### src/rtl/apb_uart_tx_ctrl.sv
// apb_uart_tx_ctrl
//   APB3 slave that queues bytes in a TX FIFO. A small FSM hands the bytes,
//   one at a time, to a UART transmitter. It also provides status, a
//   programmable inter-byte gap, flush, overflow tracking and a drain
//   interrupt.
//
//   Register map (byte addresses, word aligned):
//     0x0 TXDATA (W)   push wdata; reads 0
//     0x4 STATUS (R)   [0] empty [1] full [2] busy [3] overflow [4] tx_active
//     0x8 CTRL   (R/W) [0] en [1] flush (W1, self-clear) [2] ovf_clr (W1) [3] ie
//     0xC GAP    (R/W) idle cycles inserted after each tx_done
//
//   Ports:
//     clock, reset            rising-edge clock, synchronous active-low reset
//     sel/enable/write/addr/wdata/rdata/ready/slverr   APB3 slave, zero wait
//     tx_dv, tx_byte          one-cycle launch strobe and held byte to UART TX
//     tx_active, tx_done      UART TX busy level (status only), done pulse
//     irq                     level interrupt: ie & empty & idle
module apb_uart_tx_ctrl #(
  parameter int FIFO_DEPTH = 8,
  parameter int ADDR_W     = 4
) (
  input  logic              clock,
  input  logic              reset,
  input  logic              sel,
  input  logic              enable,
  input  logic              write,
  input  logic [ADDR_W-1:0] addr,
  input  logic [7:0]        wdata,
  output logic [7:0]        rdata,
  output logic              ready,
  output logic              slverr,
  output logic              tx_dv,
  output logic [7:0]        tx_byte,
  input  logic              tx_active,
  input  logic              tx_done,
  output logic              irq
);

  localparam int PTR_W = (FIFO_DEPTH > 1) ? $clog2(FIFO_DEPTH) : 1;
  localparam int CNT_W = PTR_W + 1;

  localparam logic [1:0] REG_TXDATA = 2'd0;
  localparam logic [1:0] REG_STATUS = 2'd1;
  localparam logic [1:0] REG_CTRL   = 2'd2;
  localparam logic [1:0] REG_GAP    = 2'd3;

  typedef enum logic [1:0] {IDLE, LOAD, WAIT_DONE, GAP} state_t;

  // Decoded APB access-phase request.
  typedef struct packed {
    logic       acc;
    logic       wr;
    logic       rd;
    logic       hit;
    logic [1:0] idx;
  } apb_req_t;

  apb_req_t req;

  state_t state_q, state_d;

  logic [7:0]       mem [FIFO_DEPTH];
  logic [PTR_W-1:0] wr_ptr, rd_ptr;
  logic [CNT_W-1:0] count;
  logic             full, empty;

  logic       en, ie, overflow;
  logic [7:0] gap_reg;
  logic [7:0] gap_cnt;
  logic [7:0] tx_byte_q;

  logic wr_txdata, wr_ctrl, wr_gap;
  logic push, pop, flush, ovf_set, ovf_clr;
  logic busy;

  // ---------------------------------------------------------------------
  // APB decode
  // ---------------------------------------------------------------------
  always_comb begin
    req.acc = sel & enable;
    req.wr  = sel & enable & write;
    req.rd  = sel & enable & ~write;
    // Only the four word-aligned offsets 0x0..0xC are mapped.
    req.hit = (addr[1:0] == 2'b00) && ((addr >> 4) == '0);
    req.idx = addr[3:2];
  end

  assign wr_txdata = req.wr & req.hit & (req.idx == REG_TXDATA);
  assign wr_ctrl   = req.wr & req.hit & (req.idx == REG_CTRL);
  assign wr_gap    = req.wr & req.hit & (req.idx == REG_GAP);

  assign full  = (count == CNT_W'(FIFO_DEPTH));
  assign empty = (count == '0);

  // The pop in LOAD frees a slot on the same edge, so a push into a full
  // FIFO during LOAD is accepted rather than counted as an overflow.
  assign pop     = (state_q == LOAD);
  assign push    = wr_txdata & (~full | pop);
  assign ovf_set = wr_txdata & full & ~pop;
  assign flush   = wr_ctrl & wdata[1];
  assign ovf_clr = wr_ctrl & wdata[2];

  assign ready  = req.acc;
  assign slverr = (req.acc & ~req.hit) | ovf_set;

  always_comb begin
    rdata = 8'h00;
    if (req.rd && req.hit) begin
      case (req.idx)
        REG_STATUS: rdata = {3'b000, tx_active, overflow, busy, full, empty};
        REG_CTRL:   rdata = {4'b0000, ie, 2'b00, en};
        REG_GAP:    rdata = gap_reg;
        default:    rdata = 8'h00;
      endcase
    end
  end

  // ---------------------------------------------------------------------
  // Control registers
  // ---------------------------------------------------------------------
  always_ff @(posedge clock) begin
    if (!reset) begin
      en       <= 1'b0;
      ie       <= 1'b0;
      gap_reg  <= 8'h00;
      overflow <= 1'b0;
    end else begin
      if (wr_ctrl) begin
        en <= wdata[0];
        ie <= wdata[3];
      end
      if (wr_gap)
        gap_reg <= wdata;
      // A new overflow on the clearing edge keeps the flag set.
      if (ovf_set)
        overflow <= 1'b1;
      else if (ovf_clr)
        overflow <= 1'b0;
    end
  end

  // ---------------------------------------------------------------------
  // TX FIFO
  // ---------------------------------------------------------------------
  always_ff @(posedge clock) begin
    if (push)
      mem[wr_ptr] <= wdata;
  end

  always_ff @(posedge clock) begin
    if (!reset) begin
      wr_ptr <= '0;
      rd_ptr <= '0;
      count  <= '0;
    end else if (flush) begin
      // Flush beats a same-cycle pop; the launched byte is already on tx_byte.
      wr_ptr <= '0;
      rd_ptr <= '0;
      count  <= '0;
    end else begin
      if (push)
        wr_ptr <= wr_ptr + 1'b1;
      if (pop)
        rd_ptr <= rd_ptr + 1'b1;
      case ({push, pop})
        2'b10:   count <= count + 1'b1;
        2'b01:   count <= count - 1'b1;
        default: count <= count;
      endcase
    end
  end

  // ---------------------------------------------------------------------
  // Sequencer FSM
  // ---------------------------------------------------------------------
  always_ff @(posedge clock) begin
    if (!reset)
      state_q <= IDLE;
    else
      state_q <= state_d;
  end

  always_comb begin
    state_d = state_q;
    case (state_q)
      // A flush on this edge empties the FIFO, so do not commit to a LOAD
      // that would pop nothing.
      IDLE:      if (en && !empty && !flush) state_d = LOAD;
      LOAD:      state_d = WAIT_DONE;
      WAIT_DONE: if (tx_done) state_d = (gap_reg != 8'h00) ? GAP : IDLE;
      GAP:       if (gap_cnt == 8'd1) state_d = IDLE;
      default:   state_d = IDLE;
    endcase
  end

  always_comb begin
    tx_dv = (state_q == LOAD);
    busy  = (state_q != IDLE);
    irq   = ie & empty & (state_q == IDLE);
  end

  // The gap length is captured on entry to GAP, so a GAP write made during
  // a gap only affects the next one.
  always_ff @(posedge clock) begin
    if (!reset)
      gap_cnt <= 8'h00;
    else if (state_q == WAIT_DONE && tx_done)
      gap_cnt <= gap_reg;
    else if (state_q == GAP)
      gap_cnt <= gap_cnt - 8'd1;
  end

  // The head byte is latched on the IDLE->LOAD edge, so it is valid while
  // tx_dv is high and stays put until the next launch.
  always_ff @(posedge clock) begin
    if (!reset)
      tx_byte_q <= 8'h00;
    else if (state_q == IDLE && state_d == LOAD)
      tx_byte_q <= mem[rd_ptr];
  end

  assign tx_byte = tx_byte_q;

endmodule
### config.mk
export PLATFORM = sky130hd
export DESIGN_NAME = apb_uart_tx_ctrl
export DESIGN_NICKNAME = d
export VERILOG_FILES = /design/src/rtl/apb_uart_tx_ctrl.sv
export SDC_FILE = /design/constraint.sdc
export NUM_CORES = 1
export LEC_CHECK = 0
export BUFFER_PORTS_ARGS = -buffer_cell sky130_fd_sc_hd__buf_2
export CAP_MARGIN = 25
export CORE_ASPECT_RATIO = 1.1
export CORE_MARGIN = 2
export CORE_UTILIZATION = 59
export CTS_CLUSTER_DIAMETER = 100
export DETAILED_ROUTE_END_ITERATION = 8
export PLACE_DENSITY = 0.9
export SLEW_MARGIN = 30
export SYNTH_ARGS = -nofsm -noshare
export SYNTH_HDL_FRONTEND = slang
export SYNTH_SLANG_ARGS = --single-unit
### constraint.sdc
create_clock -name clock -period 2.75 [get_ports clock]
set_clock_uncertainty 0.15 [all_clocks]
set_input_delay 0.275 -clock clock [delete_from_list [all_inputs] [get_ports clock]]
set_output_delay 0.275 -clock clock [all_outputs]
set_load 0.01 [all_outputs]
After elaboration in Yosys (flattened, before gate mapping)
Memory sizes are Yosys's and may differ from the RTL's. A register that Yosys moved wholly into a read port is not among the register bits.
Cells that the tools add are included.
- muxes and demuxes: 14
- $add $sub $neg: 5
- eq/ne operators: 11
- bitwise operators: 22
- reductions and logical operators: 18
- operators with widths (cell ; count):
    8-bit two-way mux ; 3
    8-bit case mux with 3 select lines ; 1
    1-bit AND ; 15
    2-bit == test, second input constant ; 5
    2-bit by 1-bit == test with 1-bit output, second input constant ; 4
    8-bit by 1-bit == test with 1-bit output, second input constant ; 1
    2-bit two-way mux ; 4
    2-bit case mux with 4 select lines ; 1
    4-bit case mux with 2 select lines ; 1
    2-bit nonzero test ; 4
    8-bit nonzero test ; 1
    8-bit by 1-bit subtractor with 8-bit output, second input constant ; 1
    3-bit by 1-bit adder with 3-bit output, second input constant ; 2
    2-bit logical NOT ; 3
    1-bit logical AND ; 5
    1-bit NOT ; 5
    4-bit by 1-bit adder with 4-bit output, second input constant ; 1
    4-bit == test, second input constant ; 1
    4-bit logical NOT ; 1
    1-bit two-way mux ; 4
    4-bit by 1-bit subtractor with 4-bit output, second input constant ; 1
    1-bit logical NOT ; 3
    1-bit OR ; 2
    2-bit OR reduction ; 1
- input bits: 19
- memories: 1
- output and inout port bits: 20
- bits in writable memories: 64
- logic and storage cells: 80
- register bits: 31
- memory list (name ; depth ; width ; rd ports ; clocked after Yosys merged registers in ; wr ports ; RTL line ; RTL):
    mem ; 8 ; 8 ; 1 ; 1 ; 1 ; 63 ; logic [7:0] mem [FIFO_DEPTH];

Logic depth before layout (Yosys ltp)
- depth in word-level cells: 11
- mapped depth: 8

Worst setup path before layout
OpenSTA, ideal clock, no wires.
- path type: input -> register
- start point: input addr[2]
- end point: memory mem[0][0], enable pin
- slack: 247 ps
- stages on the path: 4
- arrival: 1958 ps
- path buffers: 0
- path through: or4_4 -> nor2_1 -> nand2_1 -> nor4_1
- longest elaborated chain between the ends: 5
- ends and longest elaborated chain (what ; RTL line ; RTL):
    start, declared ; 28 ; input logic [ADDR_W-1:0] addr,
    2-bit logical NOT ; 89 ; assign wr_txdata = req.wr & req.hit & (req.idx == REG_TXDATA);
    1-bit AND ; 89 ;
    1-bit AND ; 99 ; assign push = wr_txdata & (~full | pop);
    1-bit two-way mux ; 147 ; if (push)
    1-bit two-way mux (not written as such) ; 148 ; mem[wr_ptr] <= wdata;
    end, declared ; 63 ;
Every way passes these cells.

Worst setup path after layout
- start point: register state_q[1]
- end point: output slverr
- longest elaborated chain between the ends: 4
- ends and longest elaborated chain (what ; RTL line ; RTL):
    start, declared ; 61 ; state_t state_q, state_d;
    start signal, assigned ; 181 ; state_q <= state_d;
    2-bit by 1-bit == test with 1-bit output ; 98 ; assign pop = (state_q == LOAD);
    1-bit NOT ; 100 ; assign ovf_set = wr_txdata & full & ~pop;
    1-bit AND ; 100 ;
    1-bit OR ; 105 ; assign slverr = (req.acc & ~req.hit) | ovf_set;
    end, declared ; 32 ; output logic slverr,
Every way passes these cells.

==> run metrics <==
Hold Path Depth 2; top-area cell type share of the netlist area roughly 44%; vias in the first global route a little under 3000; drt pass-1 iters 5; fill cell count roughly 480; WL/cell between 20 and 25 um; 1st-iter DRT viols 453; grt ovf 0; Finished Layout Cells around 480; crit path max fanout 8; RSZ-0062 raised after global routing no; most frequent cells in the layout edfxtp_1, dfxtp_1, buf_2, nor2_1, a21oi_1; Finished Core Util around two thirds; RD Place Congestion 0.841; final setup fails 0; Worst setup SP type flop; Clock Pin Slew Worst Setup and Hold Paths around 0.10 ns; Antenna diodes 0; pin count of the biggest net entering global routing 26; Worst EP arrival 2.05 ns; relative slew slack ~48%; Yosys reg bits 103; Setup TNS 0 ns; Core ar. a little over 7000 sq um; Post-CTS Resized 0; TritonCTS clock tree yes; Fin. Hold Viols 0; H-Tree Depth 3; Vias 3052; PD cells approximately 510 nW/um^2; # IOs 39; die width 86.2 um; asr flop ratio synth 0%; Synth Warn # 0; Slew Viols, Final 0; DR DRC count 0; final net count approximately 410; post-route ant nets 0; Hold Path Class input pin to flop; worst-path cell with the longest stage delay dfxtp_1; worst-skew pair later-pin latency 0.36 ns; EDFF count, synth 64; Syn Area/Cell around 13 sq um; most common cell after layout, fill and taps aside edfxtp_1; Period Utilization, post-route between 90% and 100%; Syn Nets roughly 360; status completed; static leakage around 1.8 nW; reg2reg path depth 4; Die H ~94 um; hold buffers post-CTS 0; Biggest register mem; final wirelength ~9600 um; Seq/Total Area, Yosys just over 60%; Cells after Synth around 340; Critical Path Sink Type output port; Site Rows 32; share of layout cells above drive strength 1 just over 20%; ys flop type edfxtp_1; Post-DP HPWL 6970 um; antenna violations before repair 0; Vias/cell between 6 and 7; Unique masters post-synth 49; CTS buffer count 9; cell taking the most area after synthesis edfxtp_1; synth top area cells edfxtp_1, dfxtp_1, mux4_2, mux2i_1, nor2_1; first-pass GRT wire length 15200 um; gr usage total about a quarter; # Post-CTS Setup Buffers 0; Area Overhead vs Synth 11.1%; DIE AREA 8150 sq um; CP Class flop to output port; # Max-Cap Violations 0; Max IR drop VDD ~0.29 mV; Least-Margin Pin Slew around 0.78 ns; clk root buf clkbuf_8; placed cell count 459; Sink Count between 100 and 150; Max Root-Sink Buffers 2; CP required approximately 2.3 ns; max reg flops between 60 and 70; Tmin final approximately 2.5 ns; initial core utilization 61.6%; crit path cell chain nand2b_1 -> clkinv_1 -> nor2_1 -> nand2_1 -> o21ai_0 -> buf_2; biggest cell delay along the critical path 0.46 ns; Mapped Area about 4400 sq um; PortBufs 38; maximum clock frequency 403 MHz
critical path: cells and delay by family (launching register included):
kind	cells	cell delay, ns
flops	1	0.46
compound gates	1	0.09
buf+inv	2	0.42
simple gates	3	0.72
power breakdown:
group          leakage (nW)  switching, W  internal (W)
clock network        0.0762      0.000472      0.000316
logic                 0.821     0.0000512     0.0000210
registers             0.889    0.00000137       0.00164
total                  1.79      0.000524       0.00197
cells by family (layout without fill, tap and decap cells):
family	count (synthesis)	in the layout	share of synthesized area [%]
compound gates	59	59	8.47
xor+xnor	3	3	0.599
fa+ha+maj	5	5	1.43
simple gates	108	108	12.6
flops	103	103	61.6
buf+inv	20	73	1.82
mux	39	39	13.5
through the flow:
stage                     setup WS, ns  power, W  hold slack (ns)  instance area, sq um
final                            0.270   0.00250           0.0494                  4880
after global routing             0.121   0.00258           0.0496                  4880
after CTS                        0.287   0.00251           0.0386                  4880
after detailed placement         0.332   0.00174            0.332                  4720
after global placement           0.488   0.00174            0.317                  4720
after floorplan                  0.247   0.00170            0.224                  4390
synth_stat cells (2+ instances only):
library cell,n
edfxtp_1,64
dfxtp_1,39
nor2_1,36
a21oi_1,25
mux2i_1,22
nand2_1,18
mux4_2,16
nor3_1,10
a211oi_1,8
clkbuf_1,8
nand2b_1,7
nand3_1,7
o21ai_0,7
and3_1,5
ha_1,5
inv_1,5
or4_1,5
a22oi_1,4
buf_2,4
nand4_1,3
o21a_1,3
a221oi_1,2
clkinv_1,2
nand3b_1,2
nor2b_1,2
nor4_1,2
o211ai_1,2
or3_1,2
xor2_1,2
final timing paths:
check | slack [ns] | end | start
hold reg to reg | 0.34 | overflow$_SDFFE_PN0P_ | overflow$_SDFFE_PN0P_
setup reg to reg | 0.52 | state_q[0]$_SDFF_PN0_ | count[0]$_SDFFE_PP0P_
setup / recovery | 0.27 | slverr | state_q[1]$_SDFF_PN0_
hold / removal | 0.05 | gap_cnt[5]$_SDFFE_PN0P_ | reset
cell type report:
cell class                 count  area (sq um)  area share (%)
clock buffer                  10           128            2.62
tap                           85           106            2.18
timing repair buffer          50           280            5.75
inverter                       7          26.3           0.539
multi-input combinational    214          1610            32.9
clock inverter                 6          27.5           0.564
sequential                   103          2700            55.4
layer usage:
layer	part of all wire, %	up-vias	global-route usage [%]	wire [um]
met2	50	168	41.5	4770
li1	-	1384	-	-
met1	41	1475	33.8	3890
met3	6.6	25	3.58	634
met4	3.2	0	12.0	312
met5	0	-	0	0
No activity file was read; power rests on OpenSTA's default activity.
